<file path="src/rtl/long_to_double.sv">
// long_to_double: multi-cycle signed 64-bit integer to IEEE-754 binary64 converter.
// Optional `define LONG_TO_DOUBLE_INEXACT_EN adds the long_to_double_inexact flag output.
module long_to_double (
  input  logic        clk,
  input  logic        rst_n,
  input  logic [63:0] long_to_double_a,
  input  logic        long_to_double_a_stb,
  output logic        long_to_double_a_ack,
  output logic [63:0] long_to_double_z,
  output logic        long_to_double_z_stb,
  input  logic        long_to_double_z_ack
`ifdef LONG_TO_DOUBLE_INEXACT_EN
  ,
  output logic        long_to_double_inexact
`endif
);

  // state     | meaning
  // GET_A     | idle, a_ack high, waiting for an operand
  // CONVERT   | split sign/magnitude, seed exponent, detect zero
  // NORMALISE | shift magnitude left until bit 63 is set
  // ROUND     | round to nearest, ties to even
  // PACK      | assemble and register the result
  // PUT_Z     | z_stb high, hold z until z_ack
  typedef enum logic [2:0] {GET_A, CONVERT, NORMALISE, ROUND, PACK, PUT_Z} state_t;

  state_t      state_q;
  logic [63:0] a_q;
  logic [63:0] mag_q;
  logic [63:0] z_q;
  logic [10:0] exp_q;
  logic [51:0] man_q;
  logic        sign_q;
  logic        a_ack_q;
  logic        z_stb_q;

  logic [63:0] mag_d;
  logic [52:0] man_d;
  logic        guard;
  logic        rnd;
  logic        sticky;
  logic        round_up;

  assign mag_d    = a_q[63] ? (~a_q + 64'd1) : a_q;
  assign guard    = mag_q[10];
  assign rnd      = mag_q[9];
  assign sticky   = |mag_q[8:0];
  assign round_up = guard & (rnd | sticky | mag_q[11]);
  assign man_d    = {1'b0, mag_q[62:11]} + 53'd1;

  // Normalisation looks one bit ahead so the exit to ROUND costs no extra cycle.
  always_ff @(posedge clk or negedge rst_n) begin
    if (!rst_n) begin
      state_q <= GET_A;
      a_q     <= 64'd0;
      mag_q   <= 64'd0;
      z_q     <= 64'd0;
      exp_q   <= 11'd0;
      man_q   <= 52'd0;
      sign_q  <= 1'b0;
      a_ack_q <= 1'b1;
      z_stb_q <= 1'b0;
    end else begin
      case (state_q)
        GET_A: begin
          if (long_to_double_a_stb) begin
            a_q     <= long_to_double_a;
            a_ack_q <= 1'b0;
            state_q <= CONVERT;
          end
        end
        CONVERT: begin
          if (a_q == 64'd0) begin
            sign_q  <= 1'b0;
            mag_q   <= 64'd0;
            exp_q   <= 11'd0;
            man_q   <= 52'd0;
            state_q <= PACK;
          end else begin
            sign_q  <= a_q[63];
            mag_q   <= mag_d;
            exp_q   <= 11'd1086;
            state_q <= mag_d[63] ? ROUND : NORMALISE;
          end
        end
        NORMALISE: begin
          if (mag_q[63]) begin
            state_q <= ROUND;
          end else begin
            mag_q <= mag_q << 1;
            exp_q <= exp_q - 11'd1;
            if (mag_q[62]) state_q <= ROUND;
          end
        end
        ROUND: begin
          if (round_up) begin
            man_q <= man_d[51:0];
            if (man_d[52]) exp_q <= exp_q + 11'd1;
          end else begin
            man_q <= mag_q[62:11];
          end
          state_q <= PACK;
        end
        PACK: begin
          z_q     <= {sign_q, exp_q, man_q};
          z_stb_q <= 1'b1;
          state_q <= PUT_Z;
        end
        PUT_Z: begin
          if (long_to_double_z_ack) begin
            z_stb_q <= 1'b0;
            a_ack_q <= 1'b1;
            state_q <= GET_A;
          end
        end
        default: begin
          z_stb_q <= 1'b0;
          a_ack_q <= 1'b1;
          state_q <= GET_A;
        end
      endcase
    end
  end

`ifdef LONG_TO_DOUBLE_INEXACT_EN
  logic inexact_q;
  logic inexact_out_q;

  always_ff @(posedge clk or negedge rst_n) begin
    if (!rst_n) begin
      inexact_q     <= 1'b0;
      inexact_out_q <= 1'b0;
    end else begin
      if (state_q == CONVERT) inexact_q <= 1'b0;
      if (state_q == ROUND)   inexact_q <= guard | rnd | sticky;
      if (state_q == PACK)    inexact_out_q <= inexact_q;
    end
  end

  assign long_to_double_inexact = inexact_out_q;
`endif

  assign long_to_double_a_ack = a_ack_q;
  assign long_to_double_z     = z_q;
  assign long_to_double_z_stb = z_stb_q;

endmodule

</file>
<file path="config.mk">
export PLATFORM = sky130hd
export DESIGN_NAME = long_to_double
export DESIGN_NICKNAME = d
export VERILOG_FILES = /design/src/rtl/long_to_double.sv
export SDC_FILE = /design/constraint.sdc
export NUM_CORES = 1
export LEC_CHECK = 0
export ABC_AREA = 1
export BUFFER_PORTS_ARGS = -buffer_cell sky130_fd_sc_hd__buf_2
export CAP_MARGIN = 20
export CORE_MARGIN = 8
export CORE_UTILIZATION = 30
export CTS_CLUSTER_DIAMETER = 50
export CTS_CLUSTER_SIZE = 14
export DETAILED_ROUTE_END_ITERATION = 7
export HOLD_SLACK_MARGIN = 0.12
export SLEW_MARGIN = 10
export SYNTH_ARGS = -nofsm -noshare
export SYNTH_HDL_FRONTEND = slang
export SYNTH_SLANG_ARGS = --single-unit
</file>
<file path="constraint.sdc">
create_clock -name clk -period 2.72 [get_ports clk]
set_input_delay 0.544 -clock clk [delete_from_list [all_inputs] [get_ports clk]]
set_output_delay 0.544 -clock clk [all_outputs]
set_load 0.05 [all_outputs]
</file>
# Word-level counts from Yosys, hierarchy flattened
# Cells that the tools add are included.
[totals]
regBits = 261
inputBits = 68
out_inout_bits = 66
elab_cells = 72
[op_classes]
n_addsub = 4
eq_ne = 12
muxes = 25
n_bitwise = 6
reduce_logical = 15
[op_table]
columns = ["op", "count"]
rows = [
  ["two-way mux 64 bit", 3],
  ["one-hot mux 64 bit (2 select lines)", 1],
  ["two-way mux 52 bit", 2],
  ["one-hot mux 52 bit (2 select lines)", 1],
  ["adder 64 x 1 -> 64 bit (second input constant)", 1],
  ["zero test 64 bit", 1],
  ["inverter 64 bit", 1],
  ["adder 52 x 1 -> 53 bit (second input constant)", 1],
  ["two-way mux 11 bit", 4],
  ["one-hot mux 11 bit (3 select lines)", 1],
  ["one-hot mux 3 bit (6 select lines)", 1],
  ["two-way mux 3 bit", 5],
  ["inequality test 2 bit (second input constant)", 6],
  ["adder 11 x 1 -> 11 bit (second input constant)", 1],
  ["subtractor 11 x 1 -> 11 bit (second input constant)", 1],
  ["OR reduction 9 bit", 1],
  ["AND reduction 2 bit", 4],
  ["OR reduction 4 bit", 2],
  ["equality test 3 x 2 -> 1 bit (second input constant)", 2],
  ["equality test 3 bit (second input constant)", 2],
  ["one-hot mux 1 bit (3 select lines)", 2],
  ["AND reduction 3 bit", 2],
  ["two-way mux 1 bit", 5],
  ["AND reduction 4 bit", 1],
  ["8 further kinds", 11],
]

# Depth between registers and ports, before layout
[logic_depth]
word_depth = 6
mapped_depth = 17
depth_no_buf = 16

# Worst setup path before layout
# Ideal clock, no wire load.
[synth_path]
path_type = "register to register"
startpoint = "reg state_q[2]"
endpoint = "reg exp_q[6]"
setup_time_ns = 0.119
arrival_ns = 2.383
required_ns = 2.601
setup_slack_ns = 0.218
path_stages_with_launch = 13
cell_sequence = "dfrtp_1 > inv_2 > nand2_2 > nor2_2 > inv_2 > clkbuf_1 > ha_1 > or2_2 > nand2_1 > o21ai_0 > xor2_1 > nand4_1 > nand2_1"
[synth_between]
elab_chain_cells = 3
elab_cells_between_ends = 9
classes_between = "eq/ne: 6; mux: 1; reduce/logical: 2"
[synth_rtl]
columns = ["element", "line_no", "rtl"]
rows = [
  ["from (decl)", "27", "state_t state_q;"],
  ["from (signal assigned)", "83", "state_q <= mag_d[63] ? ROUND : NORMALISE;"],
  ["equality test 3 x 2 -> 1 bit / equality test 3 x 1 -> 1 bit (equally long branches)", "64", "case (state_q)"],
  ["inequality test 2 bit (no source line) / nonzero test 3 bit (equally long branches)", "--", ""],
  ["AND reduction 4 bit (no source line)", "--", ""],
  ["to (signal assigned)", "91", "exp_q <= exp_q - 11'd1;"],
  ["to (signal assigned)", "98", "if (man_d[52]) exp_q <= exp_q + 11'd1;"],
  ["to (decl)", "31", "logic [10:0] exp_q;"],
]
# Several ways; a longest one is shown, not always the timed one.
# A chain may end at the register's enable or synchronous reset.

# Worst setup path after layout
[layout_path]
startpoint = "reg state_q[2]"
endpoint = "reg exp_q[9]"
# Same word-level chain as after synthesis.

==> run metrics <==
first-pass detailed-route iteration total 5; largest net degree at the start of global routing 86; Worst Clk Skew 17.6 ps; Area Growth Syn to Fin 17.2%; Hold Crit Start long_to_double_a[12]; sequential share of the synthesized area 44.1%; Die Y 238 um; fin nets 2140; min Tclk post-route 2310 ps; top cells by area, synth dfrtp_1, nand2_1, nand3_1, nor2_1, mux2_2; Fin. Hold Viols 0; core area 48800 um^2; worst hold-check path type in2reg; Final Cell Area 17400 um^2; Pwr per Cell Area 1270 nW/um^2; peak supply drop 0.000621 V; CTS tree done; reg2reg start state_q[2]; Post-CTS Setup Bufs 0; Post-Syn Instances 1935; post-CTS sizing 0; I/O Pins 134; hold depth 2; post-layout util 35.6%; HPWL Detailed 36900 um; first-pass GRT wire length 75600 um; CTS Hold Bufs 1; Root Driver clkbuf_16; leading area contributor after synthesis dfrtp_1; commonest non-fill, non-tap cell in the layout nand2_1; Critical Path Max Stage Delay 450 ps; DRC Markers 0; Die Area 56800 um^2; initial antenna violation count 1; Via density 4.81; port bufs 133; CP Max Fanout 11; final period utilization 85.0%; max_cap viols 0; Static Leak 0.00822 uW; post-synthesis cell area 14800 um^2; vias in the first global route 13256; fmax 433 MHz; Worst Path Required 3220 ps; Crit-path slowest cell dfrtp_1; DR WL/cell 17.3 um; critical path cell sequence inv_2 -> nand2_2 -> nor2_4 -> inv_2 -> ha_1 -> a21oi_1 -> inv_1 -> o21ai_0 -> nand3_1 -> nand2_1 -> nand3_1 -> o21ai_2; Worst-path clk slew 60 ps; worst slew pin tran 914 ps; syn avg cell area 7.66 um^2; Synth Flop Type dfrtp_1; post-detailed-route count of antenna-violating nets 0; setup_tns 0 ps; ant diodes 0; Max Slew Vio Count 0; post-synth net total 2015; Sink Count 261; final WL 47500 um; highest-count cells in the layout ignoring fill and taps nand2_1, nor2_1, dfrtp_1; Clock Path Buffers 3; post-synthesis register bit count 261; Rel. slew slack 39.1%; layout cells sized above 1 16.7%; worst setup path category reg2reg; Iter 0 DRT Violations 1084; Die Span X 238 um; Worst setup SP type flop; status finished clean; H-Tree Depth 1; via count 13205; total gr overflow 0; Setup Viol. Count Final 0; fillers 5233; EDFF count, synth 0; Worst-Skew Late Latency 590 ps; CTS buffer count 31; GRT Util Overall 16.5%; CP endpoint kind flop; routability congestion estimate 0.952; reg2reg setup slack 410 ps; R2R Path End exp_q[9]; ys async rst share 100%; RSZ-0062 raised after global routing no; Syn. warnings 0; WHS Endpoint a_q[12]; Reg2Reg Depth 12; Unique masters post-synth 41; CP arrival 2810 ps; Initial Util 30.3%; Core Rows 81; Cell Area, Placed 16300 um^2; area share of the largest cell type after synthesis 43.9%
-- state kept, by name, summed over array words and instances (netlist names) --
signal / cells
sign_q: 1
long_to_double_a_ack: 1
exp_q: 11
man_q: 52
mag_q: 64
long_to_double_z: 64
long_to_double_z_stb: 1
a_q: 64
state_q: 3
-- report_power, final --
group / leakage [uW] / switching [uW] / internal (uW) / total, uW
sequential: 0.00321 / 1570 / 5690 / 7250
combinational: 0.00447 / 7160 / 3300 / 10500
clock: 0.000544 / 1770 / 2660 / 4430
-- metrics by stage --
step,setup WS (ps),hold slack (ps),power (uW),cells
4_1_cts,416,171,22300,2747
2_1_floorplan,218,248,14600,1935
3_5_place_dp,431,457,17700,2690
6_report,409,195,22200,2747
3_3_place_gp,430,454,17600,2690
5_1_grt,202,178,23900,2747
-- logic make-up after synthesis --
| group | after synthesis | synth area share, % |
|---|---|---|
| and+or+nand+nor | 1042 | 30.4 |
| xor gates and xnor gates | 28 | 1.65 |
| muxes | 76 | 5.77 |
| buffers and inverters | 263 | 7.17 |
| adders and majority gates | 12 | 1.06 |
| DFF | 261 | 44.1 |
| AOI/OAI and AO/OA | 253 | 9.87 |
-- area by class of cell --
type                    instances  area (um^2)  area share (%)
clock buffers                  35          811            4.67
repair buffers                158          916            5.27
inverters                     197          742            4.27
clock inverters                21          295            1.70
well taps                     664          831            4.78
multi-input cells            1411         7250            41.7
flip-flops and latches        261         6530            37.6
-- per-layer routing --
metal  GRT usage (%)  share of wire (%)  wire length (um)  vias to the layer above
met3            2.58                5.5              2620                       70
met1            23.9                 49             23400                     6167
li1                -                  -                 -                     6602
met5               0              0.027                13                        -
met4            5.41                2.9              1390                        2
met2            24.9                 42             20100                      364
-- cells in the mapped netlist, types with 5 or more instances --
| library cell | count |
|---|---|
| a21o_1 | 5 |
| a21oi_1 | 80 |
| buf_2 | 41 |
| clkbuf_1 | 17 |
| dfrtp_1 | 260 |
| ha_1 | 11 |
| inv_1 | 189 |
| inv_2 | 7 |
| mux2_2 | 76 |
| nand2_1 | 464 |
| nand2_2 | 12 |
| nand3_1 | 220 |
| nand4_1 | 29 |
| nor2_1 | 268 |
| nor2_2 | 12 |
| nor2_4 | 9 |
| nor3_1 | 11 |
| o21ai_0 | 50 |
| o21ai_1 | 20 |
| o21bai_1 | 30 |
| o22ai_1 | 55 |
| xor2_1 | 28 |
-- worst max path at each step --
stage / from / end / slack (ps) / cells after the start
after floorplan: state_q[2] / exp_q[6] / 220 / 12
after global placement: a_q[0] / mag_q[17] / 430 / 12
after detailed placement: a_q[0] / mag_q[17] / 430 / 12
after CTS: state_q[2] / exp_q[9] / 420 / 12
after global routing: state_q[2] / exp_q[9] / 200 / 12
final: state_q[2] / exp_q[9] / 410 / 12
-- worst max-delay path: cells and delay by family, from the launching register on --
kind	cells	cell delay [ps]
adder cells (fa/ha/maj)	1	360
AND/OR/NAND/NOR	5	500
AO/OA/AOI/OAI	3	580
flip-flops	1	450
buffers and inverters	3	350
Note: power is estimated with default switching activity, not from simulation.
